===== src/rtl/scl180_sparecell_bank.sv =====
// rtl/scl180_sparecell_bank.sv - spare-cell bank with chain/flop self-test sequencer
module scl180_sparecell_bank #(
    parameter int NUM_CELLS   = 4,
    parameter int TEST_CYCLES = 16
) (
`ifdef USE_POWER_PIN
    input  logic                 VPWR,
    input  logic                 VGND,
`endif
    input  logic                 wb_clk_i,
    input  logic                 wb_rst_i,
    input  logic                 test_start_i,
    input  logic [NUM_CELLS-1:0] inject_i,
    output logic                 test_busy_o,
    output logic                 test_done_o,
    output logic                 test_pass_o,
    output logic [NUM_CELLS-1:0] fail_map_o,
    output logic [NUM_CELLS-1:0] LO,
    output logic [NUM_CELLS-1:0] HI
);

    localparam int             CW   = $clog2(TEST_CYCLES) + 1;
    localparam logic [CW-1:0]  LAST = CW'(TEST_CYCLES - 1);

    typedef enum logic [1:0] {
        S_IDLE  = 2'd0,
        S_RUN   = 2'd1,
        S_CHECK = 2'd2,
        S_DONE  = 2'd3
    } state_t;

    state_t               state_q, state_d;
    logic [CW-1:0]        cnt_q, cnt_d;
    logic [NUM_CELLS-1:0] fail_q, fail_d;
    logic                 pass_q, pass_d;
    logic                 busy_q, busy_d;
    logic                 done_q, done_d;
    logic [NUM_CELLS-1:0] q_q, q_d;
    logic [NUM_CELLS-1:0] exp_q, exp_d;

    logic                 in_run;
    logic [NUM_CELLS-1:0] x;
    logic [NUM_CELLS-1:0] nand_n;
    logic [NUM_CELLS-1:0] nor_n;
    logic [NUM_CELLS-1:0] chain;
    logic [NUM_CELLS-1:0] mismatch;

    assign LO = '0;
    assign HI = '1;

    assign in_run = (state_q == S_RUN);

    // Per-cell spare chain: stimulus is the tie-low cell outside RUN, alternating pattern inside
    for (genvar gi = 0; gi < NUM_CELLS; gi++) begin : g_cell
        localparam logic PHASE = ((gi % 2) == 1);
        assign x[gi]      = in_run ? (cnt_q[0] ^ PHASE) : LO[gi];
        assign nand_n[gi] = ~(x[gi] & x[gi]);
        assign nor_n[gi]  = ~(nand_n[gi] | nand_n[gi]);
        assign chain[gi]  = ~nor_n[gi] ^ (in_run & inject_i[gi]);
    end

    // Spare flops capture the chain; the expected value tracks the fault-free chain
    always_comb begin
        q_d      = chain;
        exp_d    = ~x;
        mismatch = q_q ^ exp_q;
    end

    // Sequencer next-state and result bookkeeping
    always_comb begin
        state_d = state_q;
        cnt_d   = cnt_q;
        fail_d  = fail_q;
        pass_d  = pass_q;
        done_d  = 1'b0;
        case (state_q)
            S_IDLE: begin
                if (test_start_i) begin
                    state_d = S_RUN;
                    cnt_d   = '0;
                    fail_d  = '0;
                    pass_d  = 1'b0;
                end
            end
            S_RUN: begin
                cnt_d = cnt_q + CW'(1);
                if (cnt_q != '0) begin
                    fail_d = fail_q | mismatch;
                end
                if (cnt_q == LAST) begin
                    state_d = S_CHECK;
                end
            end
            S_CHECK: begin
                // Last RUN sample is compared here; pass is published on entry to DONE
                fail_d  = fail_q | mismatch;
                pass_d  = ~|(fail_q | mismatch);
                done_d  = 1'b1;
                state_d = S_DONE;
            end
            S_DONE: begin
                state_d = S_IDLE;
            end
            default: begin
                state_d = S_IDLE;
            end
        endcase
        busy_d = (state_d == S_RUN) || (state_d == S_CHECK);
    end

    // State and output registers, cleared immediately on reset
    always_ff @(posedge wb_clk_i or posedge wb_rst_i) begin
        if (wb_rst_i) begin
            state_q <= S_IDLE;
            cnt_q   <= '0;
            fail_q  <= '0;
            pass_q  <= 1'b0;
            busy_q  <= 1'b0;
            done_q  <= 1'b0;
            q_q     <= '0;
            exp_q   <= '0;
        end else begin
            state_q <= state_d;
            cnt_q   <= cnt_d;
            fail_q  <= fail_d;
            pass_q  <= pass_d;
            busy_q  <= busy_d;
            done_q  <= done_d;
            q_q     <= q_d;
            exp_q   <= exp_d;
        end
    end

    assign test_busy_o = busy_q;
    assign test_done_o = done_q;
    assign test_pass_o = pass_q;
    assign fail_map_o  = fail_q;

endmodule


===== config.mk =====
export PLATFORM = sky130hd
export DESIGN_NAME = scl180_sparecell_bank
export DESIGN_NICKNAME = d
export VERILOG_FILES = /design/src/rtl/scl180_sparecell_bank.sv
export SDC_FILE = /design/constraint.sdc
export NUM_CORES = 1
export LEC_CHECK = 0
export CORE_ASPECT_RATIO = 0.75
export CORE_MARGIN = 2
export CORE_UTILIZATION = 53
export DETAILED_ROUTE_END_ITERATION = 10
export PLACE_DENSITY = 0.81
export SYNTH_ARGS = -nofsm -noshare
export SYNTH_HDL_FRONTEND = slang
export SYNTH_SLANG_ARGS = --single-unit

===== constraint.sdc =====
create_clock -name wb_clk_i -period 4.45 [get_ports wb_clk_i]
set_input_delay 0.89 -clock wb_clk_i [delete_from_list [all_inputs] [get_ports wb_clk_i]]
set_output_delay 0.89 -clock wb_clk_i [all_outputs]
set_load 0.005 [all_outputs]

==> summary by stage <==
Power and ir drop
The share of total power dissipated in combinational logic is 44.8%. IR analysis of the VDD net gives a maximum drop of 0.3375 mV. The net switching component of the power is 294.9 uW. The internal power of the cells totals around 480 uW.

The cell area power density is 625.0 mW/mm2. The proportion of power drawn by flip-flops and latches is 41.9%. The clock network fraction of design power is a little over an eighth.

The switching portion of total power is 38.21%. The static leakage power is 0.5644 nW.

Synthesis
The number of cells produced by synthesis is between 100 and 150. Yosys mapped the design onto 32 distinct sky130hd cell types. In this run, synthesis produced a sequential element count of 20.

Yosys printed 0 warnings. By area the synthesized netlist is led by dfrtp_1 (46%), ha_1 (8.1%), xor2_1 (5.7%), buf_4 (5.5%), nand2_1 (3.5%). The proportion of synthesized chip area in sequential cells is 46.14%.

The fraction of synthesized cell area taken by the top area cell type is 46.14%. The dominant cell type by area after synthesis is dfrtp_1. The cell area that synthesis handed to floorplanning was between 0.001 and 0.0015 mm2.

The average cell area after synthesis is 10.43 um2.

Setup path
The largest fanout of any net on the critical path is 3. For the worst flop-to-flop path, the logic depth is 4. Broken down by cell family, the worst path's largest delay share belongs to buffers and inverters.

The source of the worst register-to-register timing path is state_q[1]. The setup path with the least slack is of type flop to primary output. On the worst path, the slowest cell contributes a delay of 0.51 ns.

The critical path depth is 1. On the critical path, the stage with the largest delay is an instance of clkdlybuf4s50_1. The element type at the critical path end is a primary output. The critical path required time is 3.56 ns. The critical path data arrival time is between 1 and 1.5 ns. STA classifies the critical path startpoint as a flop. The most critical setup path has its startpoint at fail_map_o[0].

Together, buffers and inverters on the worst path number 1. Walking the worst path, the cells encountered are clkdlybuf4s50_1.

Clock tree
The cell at the root of the clock tree is clkbuf_4. After clock tree synthesis, the setup repair step added 0 buffers. The clock transition at the registers of the reported paths is 0.11 ns. In this run the deepest clock path goes through 2 buffers. The number of H-tree levels is 1. TritonCTS built the clock tree. The total of hold buffers inserted after clock tree synthesis is 0.

For the worst-skew pair, the clock arrives at the later sink with an insertion delay of roughly 0.3 ns. TritonCTS created 3 clock buffers. Clock tree synthesis found a total of 20 sinks. Once the clock tree was built, the resizer swapped 0 gates to a different size.

STA
The setup TNS after final layout is 0 ns. Across all hold checks on the routed design, the worst slack comes to around 0.54 ns. Based on the critical path, the design can be clocked at up to roughly 480 MHz. The number of hold violations in the final report was 0. On the final layout, the worst clock skew is approximately 0.0047 ns. The number of slew-limit violations in the final report came to 0. Setup repair after global routing left no endpoint under its margin.

After layout, the worst path uses 47.02% of the clock period. The worst pin sits at a relative slew slack of 50.66%. The worst path needs 2.093 ns of the cycle, external delays included. For the pin with the worst max-slew slack, the measured transition is 0.7393 ns. The count of final setup violators is 0.

Global route
The number of global-route vias before repair is 648. The first global-routing pass estimated just under 3000 um of wire. The final global-route overflow total is 0. The number of antenna violations at the first check in global routing is 0. The overall routing resource usage is 15.93%. The pin count of the biggest net entering global routing is 21.

Routing
The detailed router's first-iteration violation count is 12. The total detailed-routing wirelength is 1799 um. Dividing the detail-routed via count by the number of cells gives about 5.2. The final routed DRC violation total is 0. After detailed routing, the average wire length per cell comes to 12.76 um. The count of TritonRoute iterations in the first routing pass is 7. Detailed routing inserted a total of 727 vias.

In this run the remaining antenna-violating nets after routing total 0.

Cells and area
Cells with a size suffix above 1 make up 9.402% of the layout. 0 antenna diodes ended up in the layout. Relative to the synthesized area, the layout overhead comes to 13.84%. The number of nets in the layout is 132.

Run
The number of violations of the max-capacitance limit is 0.

Floorplan
The die area is around 0.0024 mm2. The die extent in y is between 40 and 50 um. The number of ports placed on the die boundary is 22.

The initial utilization of the core area, before any placement, comes to 55.29%. From left edge to right edge, the die measures roughly 56 um. The core region is 0.001962 mm2.

The floorplan has 14 rows.

Placement
The detailed placer's ending HPWL is 1297 um. The congestion estimate from routability-driven global placement came to 0.8014. The number of buffers added on ports is 13.

Hold path
The min-delay analysis places its worst path in the category flop to flop. The hold path startpoint is cnt_q[4]. The worst hold path was traced through 2 stages.

Status
The run finished with clean final reports.
[final cells by class]
type                            instances  area, um2
Clock buffer                            4      36.28
Fill cell                             178      726.9
Inverter                                6      22.52
Multi-Input combinational cell         74      515.5
Sequential cell                        20      500.5
Tap cell                               24      30.03
Timing Repair Buffer                   13      130.1
[cells in the mapped netlist]
cell       instances
a2bb2oi_2          1
nor2_1             6
a21o_1             1
a32o_1             1
o22a_2             1
and2b_4            2
buf_4              8
a22o_1             2
or4_1              1
o22ai_1            1
a21oi_1            4
xnor2_1            2
ha_1               7
nand2_1           10
nand3_1            1
xor2_1             7
mux2i_1            1
conb_1             2
nand2b_2           1
o21ai_1            1
nor3_2             1
dfrtp_1           20
nor3_1             3
a311oi_4           1
o21ai_0            5
and3_1             3
nand2b_1           1
clkbuf_1           1
o21a_1             1
buf_2              1
nand3b_1           1
inv_1              6
[power by group through the flow]
stage | logic [mW] | registers (mW) | clock network, mW
finish | 0.346 | 0.323 | 0.102
global placement | 0.335 | 0.320 | 0
floorplan | 0.267 | 0.303 | 0
CTS | 0.348 | 0.323 | 0.108
detailed placement | 0.341 | 0.326 | 0
global route | 0.384 | 0.335 | 0.115
[sequential cells by signal, indices dropped and copies added, names as in the netlist]
register and count:
cnt_q 5, fail_map_o 4, q_q 4, exp_q 2
state_q 2, test_busy_o 1, test_done_o 1, test_pass_o 1
[stage by stage]
step | total power [mW] | setup WS, ns | cells | cell area, um2 | util [%]
6_report | 0.7719 | 2.357 | 141 | 1235 | 62.95
5_1_grt | 0.8346 | 2.316 | 141 | 1235 | 62.95
4_1_cts | 0.7785 | 2.338 | 141 | 1235 | 62.95
3_5_place_dp | 0.6674 | 2.112 | 137 | 1199 | 61.10
3_3_place_gp | 0.6552 | 2.168 | 137 | 1199 | 61.10
2_1_floorplan | 0.5696 | 2.697 | 110 | 1107 | -
[layout by cell type (no fill, tap or decap), drive strengths merged]
cell type and count:
dfrtp 20, clkdlybuf4s50 13, nand2 10, conb 8, xor2 7, ha 7
nor2 6, inv 6, o21ai 6, a21oi 4, nor3 4, clkbuf 4
and3 3, and2b 2, xnor2 2, a22o 2, nand2b 2, a311oi 1
a2bb2oi 1, o22a 1, o21a 1, a32o 1, mux2i 1, nand3 1
a21o 1, nand3b 1, or4 1, o22ai 1
[metal layers]
metal  GRT usage (%)  routed length, um
met1           19.88                861
met2           27.29                827
met3           6.402                110
met4           1.429                  0
met5               0                  0
[worst paths after layout]
| kind | slack, ns | end |
|---|---|---|
| worst max-delay path | 2.36 | fail_map_o[0] |
| worst min-delay path | 0.54 | cnt_q[4] |
| worst max register to register | 2.58 | cnt_q[2] |
| worst min register to register | 0.54 | cnt_q[4] |
| max in group asynchronous | 2.98 | state_q[1] |
| min in group asynchronous | 1.00 | cnt_q[1] |
[cells by family (layout without fill, tap and decap cells)]
family	Yosys count	in the layout	synth area share, %
mux	1	1	0.9228
fa+ha+maj	7	7	8.073
other cells	2	8	0.6923
xor+xnor	9	9	7.267
compound gates	19	19	13.84
simple gates	30	30	14.65
buf+inv	16	23	8.419
flops	20	20	46.14
Note: power is estimated with default switching activity, not from simulation.
